### src/rtl/avlst_32to64_pack.sv
`default_nettype none
// +--------------------------------------------------------------------------+
// | Module   : avlst_32to64_pack                                             |
// | Purpose  : Avalon-ST width converter. Packs 32-bit packet beats into     |
// |            64-bit packet beats, with SOP/EOP framing and empty-byte      |
// |            tracking. Malformed framing is dropped or restarted without   |
// |            stalling the stream.                                          |
// | Ports    : clk, rst_n (async, active-low)                                |
// |            din_sop/eop/valid/data[31:0]/empty[1:0] -> din_ready          |
// |            dout_sop/eop/valid/data[63:0]/empty[2:0]/index <- dout_ready  |
// |            error_cnt[31:0] : framing error count                         |
// | Options  : AVLST_32TO64_ERRCNT_EN builds the framing error counter;      |
// |            without it error_cnt is tied to 0.                            |
// | Revision : 1.0 - initial release                                         |
// +--------------------------------------------------------------------------+
module avlst_32to64_pack #(
  parameter int DATA_WIDTH_IN   = 32,
  parameter int DATA_WIDTH_OUT  = 64,
  parameter int INDEX_WIDTH     = 11,
  parameter bit DATA_BIG_ENDIAN = 1'b1
) (
  input  logic                      clk,
  input  logic                      rst_n,
  input  logic                      din_sop,
  input  logic                      din_eop,
  input  logic                      din_valid,
  input  logic [DATA_WIDTH_IN-1:0]  din_data,
  input  logic [1:0]                din_empty,
  output logic                      din_ready,
  input  logic                      dout_ready,
  output logic                      dout_sop,
  output logic                      dout_eop,
  output logic                      dout_valid,
  output logic [DATA_WIDTH_OUT-1:0] dout_data,
  output logic [2:0]                dout_empty,
  output logic [INDEX_WIDTH-1:0]    dout_index,
  output logic [31:0]               error_cnt
);

  typedef enum logic [1:0] {
    IDLE  = 2'd0,
    LANE0 = 2'd1,
    LANE1 = 2'd2
  } state_t;

  state_t                     state_q, state_d;
  logic [DATA_WIDTH_IN-1:0]   half_q, half_d;
  logic                       psop_q, psop_d;

  logic                       valid_q, valid_d;
  logic                       sop_q, sop_d;
  logic                       eop_q, eop_d;
  logic [DATA_WIDTH_OUT-1:0]  data_q, data_d;
  logic [2:0]                 empty_q, empty_d;
  logic [INDEX_WIDTH-1:0]     index_q, index_d;

  logic                       acc;
  logic                       start_pkt;
  logic                       err;
  logic                       emit;
  logic [DATA_WIDTH_IN-1:0]   e_first;
  logic [DATA_WIDTH_IN-1:0]   e_second;
  logic                       e_sop;
  logic                       e_eop;
  logic [2:0]                 e_empty;
  logic [DATA_WIDTH_OUT-1:0]  e_data;
  logic [INDEX_WIDTH-1:0]     index_inc;

  // Ready only depends on the output register, so upstream never sees a
  // combinational path from its own valid/data.
  assign din_ready = ~valid_q | dout_ready;
  assign acc       = din_valid & din_ready;

  // Framing decode: decides what the accepted beat does to the packing state
  // and whether it completes a 64-bit output beat.
  always_comb begin
    state_d   = state_q;
    half_d    = half_q;
    psop_d    = psop_q;
    start_pkt = 1'b0;
    err       = 1'b0;
    emit      = 1'b0;
    e_first   = '0;
    e_second  = '0;
    e_sop     = 1'b0;
    e_eop     = 1'b0;
    e_empty   = 3'd0;

    if (acc) begin
      unique case (state_q)
        IDLE: begin
          if (din_sop) begin
            start_pkt = 1'b1;
          end else begin
            // Orphan beat outside a packet: dropped.
            err = 1'b1;
          end
        end
        LANE0: begin
          if (din_sop) begin
            err       = 1'b1;
            start_pkt = 1'b1;
          end else if (din_eop) begin
            // Packet ends on the first lane: second lane is padding.
            emit     = 1'b1;
            e_first  = din_data;
            e_eop    = 1'b1;
            e_empty  = 3'd4 + {1'b0, din_empty};
            state_d  = IDLE;
          end else begin
            half_d  = din_data;
            psop_d  = 1'b0;
            state_d = LANE1;
          end
        end
        LANE1: begin
          if (din_sop) begin
            // Held half is abandoned; this beat opens a new packet.
            err       = 1'b1;
            start_pkt = 1'b1;
          end else begin
            emit     = 1'b1;
            e_first  = half_q;
            e_second = din_data;
            e_sop    = psop_q;
            e_eop    = din_eop;
            e_empty  = din_eop ? {1'b0, din_empty} : 3'd0;
            state_d  = din_eop ? IDLE : LANE0;
          end
        end
        default: state_d = IDLE;
      endcase

      if (start_pkt) begin
        if (din_eop) begin
          emit    = 1'b1;
          e_first = din_data;
          e_sop   = 1'b1;
          e_eop   = 1'b1;
          e_empty = 3'd4 + {1'b0, din_empty};
          state_d = IDLE;
        end else begin
          half_d  = din_data;
          psop_d  = 1'b1;
          state_d = LANE1;
        end
      end
    end
  end

  generate
    if (DATA_BIG_ENDIAN) begin : g_big_endian
      assign e_data = {e_first, e_second};
    end else begin : g_little_endian
      assign e_data = {e_second, e_first};
    end
  endgenerate

  // A non-SOP emit always follows an earlier emit of the same packet, so the
  // output register already holds the previous index of this packet.
  assign index_inc = (index_q == {INDEX_WIDTH{1'b1}}) ? index_q
                                                       : index_q + INDEX_WIDTH'(1);

  always_comb begin
    valid_d = valid_q;
    sop_d   = sop_q;
    eop_d   = eop_q;
    data_d  = data_q;
    empty_d = empty_q;
    index_d = index_q;
    if (emit) begin
      valid_d = 1'b1;
      sop_d   = e_sop;
      eop_d   = e_eop;
      data_d  = e_data;
      empty_d = e_empty;
      index_d = e_sop ? '0 : index_inc;
    end else if (dout_ready) begin
      valid_d = 1'b0;
    end
  end

  always_ff @(posedge clk or negedge rst_n) begin
    if (!rst_n) begin
      state_q <= IDLE;
      half_q  <= '0;
      psop_q  <= 1'b0;
      valid_q <= 1'b0;
      sop_q   <= 1'b0;
      eop_q   <= 1'b0;
      data_q  <= '0;
      empty_q <= 3'd0;
      index_q <= '0;
    end else begin
      state_q <= state_d;
      half_q  <= half_d;
      psop_q  <= psop_d;
      valid_q <= valid_d;
      sop_q   <= sop_d;
      eop_q   <= eop_d;
      data_q  <= data_d;
      empty_q <= empty_d;
      index_q <= index_d;
    end
  end

  assign dout_valid = valid_q;
  assign dout_sop   = sop_q;
  assign dout_eop   = eop_q;
  assign dout_data  = data_q;
  assign dout_empty = empty_q;
  assign dout_index = index_q;

`ifdef AVLST_32TO64_ERRCNT_EN
  logic [31:0] err_cnt_q;

  always_ff @(posedge clk or negedge rst_n) begin
    if (!rst_n) begin
      err_cnt_q <= 32'd0;
    end else if (err) begin
      err_cnt_q <= err_cnt_q + 32'd1;
    end
  end

  assign error_cnt = err_cnt_q;
`else
  // The error strobe is still decoded (recovery uses the same paths); it is
  // masked here so the counter output stays constant zero.
  assign error_cnt = {32{err & 1'b0}};
`endif

endmodule
`default_nettype wire
### config.mk
export PLATFORM = sky130hd
export DESIGN_NAME = avlst_32to64_pack
export DESIGN_NICKNAME = d
export VERILOG_FILES = /design/src/rtl/avlst_32to64_pack.sv
export SDC_FILE = /design/constraint.sdc
export NUM_CORES = 1
export LEC_CHECK = 0
export BUFFER_PORTS_ARGS = -buffer_cell sky130_fd_sc_hd__buf_2
export CORE_MARGIN = 4
export CORE_UTILIZATION = 45
export CTS_CLUSTER_DIAMETER = 50
export DETAILED_ROUTE_END_ITERATION = 10
export PLACE_DENSITY = 0.7
export SLEW_MARGIN = 10
export SYNTH_ARGS = -nofsm -noshare
export SYNTH_HDL_FRONTEND = slang
export SYNTH_SLANG_ARGS = --single-unit
### constraint.sdc
create_clock -name clk -period 2.15 [get_ports clk]
set_clock_uncertainty 0.05 [all_clocks]
set_input_delay 0.43 -clock clk [delete_from_list [all_inputs] [get_ports clk]]
set_output_delay 0.43 -clock clk [all_outputs]
set_load 0.05 [all_outputs]
After elaboration in Yosys (flattened, before gate mapping)
Cells that the tools add are included.
W data, S select, Z words.
{"block": "totals", "reg_bits": 116, "input_bits": 40, "elab_cells": 84}
{"block": "op_classes", "add_sub_neg": 2, "eq_ne": 7, "n_mux": 58, "bitwise": 3, "reduce_logical": 5}
{"op": "$mux W32", "n": 14}
{"op": "$pmux W32 S2", "n": 1}
{"op": "$mux W1", "n": 26}
{"op": "$mux W11", "n": 2}
{"op": "$mux W3", "n": 5}
{"op": "$mux W2", "n": 6}
{"op": "$add A11 B1 Y11 const B", "n": 1}
{"op": "$eq A11 B11 Y1 const B", "n": 1}
{"op": "$ne A3 B3 Y1 const B", "n": 2}
{"op": "$pmux W2 S3", "n": 1}
{"op": "$pmux W3 S2", "n": 1}
{"op": "$ne A2 B2 Y1 const B", "n": 2}
{"op": "$pmux W1 S2", "n": 2}
{"op": "$reduce_and A4 Y1", "n": 1}
{"op": "$add A3 B2 Y3 const A", "n": 1}
{"op": "$reduce_or A3 Y1", "n": 1}
{"op": "$eq A2 B1 Y1 const B", "n": 1}
{"op": "$eq A2 B2 Y1 const B", "n": 1}
{"op": "$logic_not A2 Y1", "n": 1}
{"op": "$reduce_and A2 Y1", "n": 1}
{"op": "$reduce_bool A2 Y1", "n": 1}
{"op": "$and A1 B1 Y1", "n": 1}
{"op": "$not A1 Y1", "n": 1}
{"op": "$or A1 B1 Y1", "n": 1}

Depth between registers and ports, before layout
Gate-level depths: netlist of the first run.
{"block": "depth", "ltp_word": 8, "mapped_depth": 9, "ltp_nobuf": 6}

Worst setup path after synthesis of the first run
Ideal clock, no wire load.
{"block": "synth_path", "path_type": "flip-flop to flip-flop", "startpoint": "reg index_q[1], in the netlist dout_index[1]", "endpoint": "reg index_q[0], in the netlist dout_index[0]", "setup_time_ns": 0.125, "arrival_ns": 2.206, "path_slack_ns": -0.231, "path_stages_with_launch": 7, "n_path_buf": 1, "cell_sequence": "dfrtp_1 ha_1 nand4_2 or4_4 buf_6 and4_4 mux2_2"}
{"block": "synth_via", "elab_chain_cells": 3}
{"element": "from (decl)", "line": "55", "text": "logic [INDEX_WIDTH-1:0] index_q, index_d;"}
{"element": "from (signal assigned)", "line": "203", "text": "index_q <= index_d;"}
{"element": "$eq A11 B11 Y1", "line": "161", "text": "assign index_inc = (index_q == {INDEX_WIDTH{1'b1}}) ? index_q"}
{"element": "$ne A2 B2 Y1 (no line)"}
{"element": "$reduce_and A2 Y1 (no line)"}
No other way between the ends.
A chain may end at the register's enable or synchronous reset.

Worst setup path after layout of the first run
{"block": "layout_path", "startpoint": "reg state_q[0]", "endpoint": "reg index_q[3], in the netlist dout_index[3]"}
{"block": "layout_via", "elab_chain_cells": 8, "word_cells_on_any_way": 17}
{"element": "from (decl)", "line": "46", "text": "state_t state_q, state_d;"}
{"element": "from (signal assigned)", "line": "195", "text": "state_q <= state_d;"}
{"element": "$eq A2 B2 Y1, or another cell as far along", "line": "90", "text": "unique case (state_q)"}
{"element": "$reduce_or A3 Y1 (no line)"}
{"element": "$mux W1"}
{"element": "$mux W1", "line": "89", "text": "if (acc) begin"}
{"element": "$mux W1", "line": "134", "text": "if (start_pkt) begin"}
{"element": "$mux W1", "line": "89"}
{"element": "$ne A2 B2 Y1 (no line)"}
{"element": "$reduce_and A2 Y1 (no line)"}
Parallel ways exist; a longest one is shown, timed or not. The select of a mux whose other input is x is not followed.

==> key figures, run 1 <==
Logic synthesis
  – Avg Inst Size Synth: ~10 µm²
  – Post-Synth XOR/XNOR Area: 0%
  – Compound-Gate Fraction of Synth Area: between 20 and 25%
  – Synth cell types: 49
  – Yosys reg bits: 116
  – Synthesized area: about 0.0054 mm²
  – Share of the synthesized area in the top cell type: 53.7%
  – Mux contribution to synthesized area: 7.48%
  – Sequential share of the synthesized area: 53.7%
  – Area fraction in and, or, nand and nor cells after synthesis: 6.76%
  – Synthesis Warnings: 0
  – Largest family of logic cells by synthesized area: compound AO/OA/AOI/OAI gates
  – Post-synth top area cell: dfrtp_1
  – Post-Syn Instances: 517
  – Synth top area cells: dfrtp_1 54%, o21ai_0 13%, mux2_2 7.3%
  – Post-Synth Adder-Cell Area: 1.39%

STA
  – F_max: between 400 and 500 MHz
  – Hold WS: 238 ps
  – Worst slew pin tran: approximately 570 ps
  – Final setup viols: 0
  – Final Hold Viols: 0
  – Slew Viols, Final: 0
  – Fin crit period: between 2000 and 2500 ps
  – Ratio of final minimum period to clock period: 95.3%
  – Slew HR: 62.1%

Drt
  – DRC violations left: 0
  – Drt first pass iters: 4
  – Final WL: 14200 µm
  – Vias: between 4000 and 5000
  – DR WL/cell: 18.0 µm
  – Vias per inst: between 5 and 6
  – ANT nets after route: 0
  – DRT iter0 DRCs: 349

Pwr
  – Sw Ratio: between 30% and 40%
  – Combinational Power Share: 32.3%
  – Flop pwr share: around a third
  – Pwr Density: approximately 1300 mW/mm²
  – Pint: between 5 and 6 mW
  – Leak: about 3.2 nW
  – Peak supply drop: about 0.00064 V
  – Psw: between 3 and 4 mW
  – Clock share of power: 33.2%

Run
  – Max-Cap Viols: 0

Global route
  – Vias in the first global route: roughly 4600
  – Wire length of the first global-routing pass: around 24000 µm
  – Overall global routing resource usage: 20.9%
  – Largest net degree at the start of global routing: 68
  – Initial antenna violation count: 0
  – Grt ovf: 0

Layout
  – Most frequent cells in the layout: 134 x o21ai_0, 120 x buf_2, 114 x dfrtp_1, 38 x nand2_1, 35 x mux2_2
  – Share of layout cells above drive strength 1: 34.4%
  – Area growth, synth to finish: 25.3%
  – Final instance area: 0.00677 mm²
  – Commonest non-fill, non-tap cell in the layout: o21ai_0
  – Fin nets: roughly 680
  – # diodes: 0

Clocking
  – Clk buf depth: 2
  – CTS sink count: 116
  – Max H-tree Level: 4
  – CTS buffer count: 17
  – Worst-path clk slew: 50 ps
  – TritonCTS clock tree: yes
  – Clk root buf: clkbuf_16
  – Later-pin clock latency in the skew report: about 410 ps

Setup path
  – Crit path DAT: 2280 ps
  – Worst Setup End Kind: flip-flop
  – Setup CP Type: reg2reg
  – CP Max Fanout: 13
  – Critical Path Source Type: flip-flop
  – Worst endpoint required time: 2390 ps

Hold path
  – HP Class: in2reg

Die
  – Rows: 39
  – I/O pin count: 154
  – Initial core utilization: 46.7%
  – Core Box Area: 0.0116 mm²
  – Die Height: 118 µm
  – Die Wd: 118 µm
  – Die area: around 0.014 mm²

Place
  – Dpl hpwl: 9300 µm
  – Port bufs: 121
  – Placement-stage cell area: around 0.006 mm²
  – Placer Congestion: 0.874

Outcome
  – Run status: finished, final reports clean
worst max-delay path: stages (launching register included):
cell      delay, ps
dfrtp_1         400
inv_1           100
ha_1            350
nand2b_1        140
o21ba_4         310
a211o_1         250
a221o_2         330
state kept, by name, indices dropped and copies added, names as in the netlist:
signal and flops:
dout_data 64, dout_eop 1, state_q 2, dout_sop 1
dout_empty 3, dout_index 11, psop_q 1, dout_valid 1
half_q 32
cells by family (layout without fill, tap and decap cells):
logic type,count (synthesis),in the layout
and+or+nand+nor,75,75
muxes,36,36
AOI/OAI and AO/OA,206,206
buffers and inverters,77,175
DFF,116,116
adders and majority gates,6,6
other,1,32
final timing paths:
check | start | to | slack (ps) | cells past startpoint
min in group asynchronous | rst_n | dout_data[6] | 490 | 2
min reg2reg | dout_sop | dout_sop | 440 | 1
max reg2reg | state_q[0] | dout_index[3] | 100 | 6
min | din_data[12] | dout_data[12] | 240 | 3
max | state_q[0] | dout_index[3] | 100 | 6
max in group asynchronous | rst_n | dout_data[50] | 860 | 3
what timing repair did:
item,CTS,global route
setup endpoints to repair,0,56
hold buffers,1,0
hold endpoints to repair,34,0
buffers inserted,0,1
gates resized for setup,0,7
cells in the mapped netlist, drive strengths merged:
cell type	number
nor2b	1
a21o	2
conb	1
or2	2
o211ai	4
inv	3
nand4	2
and3	1
nand3	5
o31ai	2
mux2i	1
and4	1
or4	1
clkbuf	33
a221o	2
nor2	6
o21bai	1
a21oi	4
a21boi	2
o41ai	3
and3b	1
buf	41
and2	2
a41oi	1
nor4	2
a211o	3
ha	6
o22a	3
o311ai	2
o21ba	1
nor3	4
o21ai	136
o21a	1
nand2b	4
nand3b	2
mux2	35
a22oi	32
a311oi	1
nor3b	1
a31oi	2
dfrtp	116
nand2	40
a22o	4
power groups by stage:
stage          Sequential [mW]  Combinational [mW]  Clock, mW
3_5_place_dp              3.01                2.77          0
3_3_place_gp              2.98                2.71          0
4_1_cts                   2.98                2.78       2.92
2_1_floorplan             4.06               0.948          0
6_report                  2.98                2.79       2.87
5_1_grt                   3.04                2.98       3.03
per-layer routing:
| metal | GRT usage, % | vias to the layer above | part of all wire [%] |
|---|---|---|---|
| li1 | - | 2049 | - |
| met1 | 26.7 | 2230 | 42 |
| met2 | 33.6 | 183 | 49 |
| met3 | 6.54 | 19 | 7.8 |
| met4 | 7.33 | 0 | 1.3 |
| met5 | 0 | - | 0 |
metrics by stage:
stage	TNS (ps)	util, %	power, mW	cells	setup slack [ps]
floorplan	-31.1	-	5.01	548	-31.1
finish	0	58.5	8.64	789	101
global route	-26.2	58.5	9.05	789	-14.6
CTS	0	58.3	8.68	788	33.2
detailed placement	0	52.9	5.78	755	52.5
global placement	0	52.9	5.69	755	176
final cells by class:
| class | count | area, µm² |
|---|---|---|
| Clock inverter | 10 | 128 |
| Tap cell | 143 | 179 |
| Multi-Input combinational cell | 355 | 2240 |
| Fill cell | 987 | 4800 |
| Timing Repair Buffer | 140 | 823 |
| Clock buffer | 22 | 484 |
| Inverter | 3 | 11.3 |
| Sequential cell | 116 | 2910 |
No activity file was read; power rests on OpenSTA's default activity.
==> run 2, diff against run 1 <==
--- a/config.mk
+++ b/config.mk
@@ -6,11 +6,13 @@
 export NUM_CORES = 1
 export LEC_CHECK = 0
 export BUFFER_PORTS_ARGS = -buffer_cell sky130_fd_sc_hd__buf_2
+export CELL_PAD_IN_SITES_DETAIL_PLACEMENT = 1
+export CELL_PAD_IN_SITES_GLOBAL_PLACEMENT = 1
 export CORE_MARGIN = 4
-export CORE_UTILIZATION = 45
+export CORE_UTILIZATION = 40
 export CTS_CLUSTER_DIAMETER = 50
 export DETAILED_ROUTE_END_ITERATION = 10
-export PLACE_DENSITY = 0.7
+export PLACE_DENSITY = 0.79
 export SLEW_MARGIN = 10
 export SYNTH_ARGS = -nofsm -noshare
 export SYNTH_HDL_FRONTEND = slang
==> key figures, run 2 (synthesis gave the netlist of run 1 again) <==
Outcome
  – Run status: finished, final reports clean

Setup path
  – Largest delay share family, worst path: compound AO/OA/AOI/OAI gates
  – Critical Path Source Type: flip-flop
  – Slowest library cell on the worst path: ha_2
  – CP Cell Sequence: inv_1, ha_2, nand2b_4, o21ba_4, buf_4, o41ai_2, a22o_1
  – Buf+Inv Stages, Crit Path: 2 (+1)
  – Slowest Stage Delay on Critical Path: 400 ps (about the same)
  – Crit path DAT: 2340 ps (+60 ps)
  – Worst endpoint required time: 2440 ps (+50 ps)
  – Worst Setup End Kind: flip-flop
  – CP Max Fanout: 14 (+1)
  – Setup CP Type: reg2reg

Drt
  – DRT iter0 DRCs: 208 (-40%)
  – ANT nets after route: 0 (unchanged)
  – Final WL: 16300 µm (+14%)
  – Vias per inst: 5.58 (-1.7%)
  – DR WL/cell: 19.7 µm (+9.2%)
  – Drt first pass iters: 5 (+1)
  – Vias: 4612 (+2.9%)
  – DRC violations left: 0 (unchanged)

STA
  – Fin crit period: 2050 ps (-0.303 ps)
  – Final setup viols: 0 (unchanged)
  – Ratio of final minimum period to clock period: 95.3% (about the same)
  – Slack of the critical path: 102 ps (+0.303 ps)
  – Final Hold Viols: 0 (unchanged)
  – Slew Viols, Final: 0 (unchanged)
  – F_max: 488 MHz (about the same)
  – Setup TNS: 0 ps (unchanged)
  – Worst slew pin tran: 656 ps (+87.5 ps)
  – Slew HR: 56.3% (-5.8 points)
  – Hold WS: 230 ps (-7.59 ps)

Clocking
  – Clk buf depth: 2 (unchanged)
  – CTS sink count: 116 (unchanged)
  – Setup bufs post-CTS: 0 (unchanged)
  – Worst-path clk slew: 50 ps (about the same)
  – Clk root buf: clkbuf_16
  – CTS buffer count: 17 (unchanged)
  – TritonCTS clock tree: yes
  – Max H-tree Level: 4 (unchanged)
  – Later-pin clock latency in the skew report: 410 ps (about the same)

Layout
  – Commonest non-fill, non-tap cell in the layout: o21ai_0
  – Area occupied by multi-input gates: 0.00228 mm² (+1.8%)
  – Fin nets: 682 (+0.44%)
  – Area growth, synth to finish: 27.2%
  – Largest register FFs: 64 (unchanged)
  – Share of layout cells above drive strength 1: 34.8% (+0.46 points)
  – Non-filler cells in the finished layout: 826 (+4.7%)
  – Most frequent cells in the layout: 132 x o21ai_0, 120 x buf_2, 114 x dfrtp_1, 38 x nand2_1, 35 x mux2_2
  – Register area: 0.00291 mm² (unchanged)
  – Final instance area: 0.00687 mm² (+1.5%)
  – Final Util: 51.9% (-6.6 points)
  – Fillers: 1496 (+52%)

Pwr
  – Peak supply drop: 0.000585 V (-8.2%)
  – Final Power: 8.71 mW (+0.76%)
  – Pwr Density: 1270 mW/mm² (-0.77%)
  – Leak: 3.24 nW (+0.71%)

Die
  – I/O pin count: 154 (unchanged)
  – Initial core utilization: 40.8% (-5.9 points)
  – Die Height: 124 µm (+5.7%)
  – Die area: 0.0154 mm² (+12%)
  – Core Box Area: 0.0132 mm² (+15%)
  – Rows: 42 (+7.7%)
  – Die Wd: 124 µm (+5.7%)

Place
  – Worst slack at placement: -30.3 ps (-82.8 ps)
  – Dpl hpwl: 10700 µm (+15%)
  – Port bufs: 121 (unchanged)
  – Placed cells: 792 (+4.9%)
  – Placement-stage cell area: 0.00619 mm² (+1.2%)
  – Placer Congestion: 0.883 (+0.95%)

Global route
  – Vias in the first global route: 5043 (+9.0%)
  – Grt ovf: 0 (unchanged)
  – Wire length of the first global-routing pass: 26800 µm (+13%)
  – Largest net degree at the start of global routing: 70 (+2.9%)
  – Initial antenna violation count: 1 (+1)
  – Overall global routing resource usage: 21.3% (+0.48 points)

Run
  – Max-Cap Viols: 0 (unchanged)

Hold path
  – HP Class: in2reg
## run 2: changes by cell type in the layout (fill, tap and decap cells not counted), moves of 2 or more
cell / before / now
o21ai_0: 134 / 132
clkbuf_1: 1 / 6
a21oi_2: 0 / 2
a21oi_1: 4 / 2
o21ai_1: 2 / 4
clkinv_2: 6 / 0
ha_2: 0 / 2
ha_1: 5 / 3
clkbuf_8: 4 / 7
buf_4: 13 / 16
## run 2: path summary, 6_finish.rpt
check	cells after the start	startpoint	slack, ps	end
max in group asynchronous	3	rst_n	890	half_q[9]
hold / removal	3	din_data[18]	230	dout_data[18]
hold reg to reg	1	dout_sop	430	dout_sop
setup reg to reg	7	state_q[0]	100	dout_index[7]
setup / recovery	7	state_q[0]	100	dout_index[7]
min in group asynchronous	2	rst_n	520	half_q[23]
## run 2: power breakdown
group | internal (mW) | total [mW] | switching (mW) | leakage, nW
Sequential | 2.68 | 3.00 | 0.320 | 1.51
Combinational | 0.755 | 2.86 | 2.11 | 1.43
Clock | 1.92 | 2.85 | 0.923 | 0.295
Total | 5.36 | 8.71 | 3.35 | 3.24
## run 2: area by class of cell
cell class | instances | share of cell area [%]
multi-input combinational | 355 | 33.2
tap | 176 | 3.20
inverter | 3 | 0.164
sequential | 116 | 42.3
timing repair buffer | 143 | 12.4
clock buffer | 30 | 7.92
antenna | 1 | 0.0364
clock inverter | 2 | 0.874
## run 2: routing by layer
metal  part of all wire [%]  up-vias  global-route usage, %
li1                       -     2049                      -
met1                     43     2399                   26.0
met2                     49      144                   35.3
met3                    7.0       20                   7.26
met4                    1.5        0                   7.48
met5                      0        -                      0
## run 2: worst register-to-register path, delay by kind of cell (launching register included)
family	cells	cell delay, ps
simple gates	1	90
fa+ha+maj	1	400
flops	1	390
buf+inv	2	310
compound gates	3	750
## run 2: what timing repair did
| action | CTS | global route |
|---|---|---|
| hold buffers | 1 | 0 |
| endpoints found under the setup margin | 58 | 68 |
| hold endpoints to repair | 35 | 0 |
| gates resized for setup | 4 | 14 |
| gates cloned | 0 | 0 |
| pin swaps | 0 | 0 |
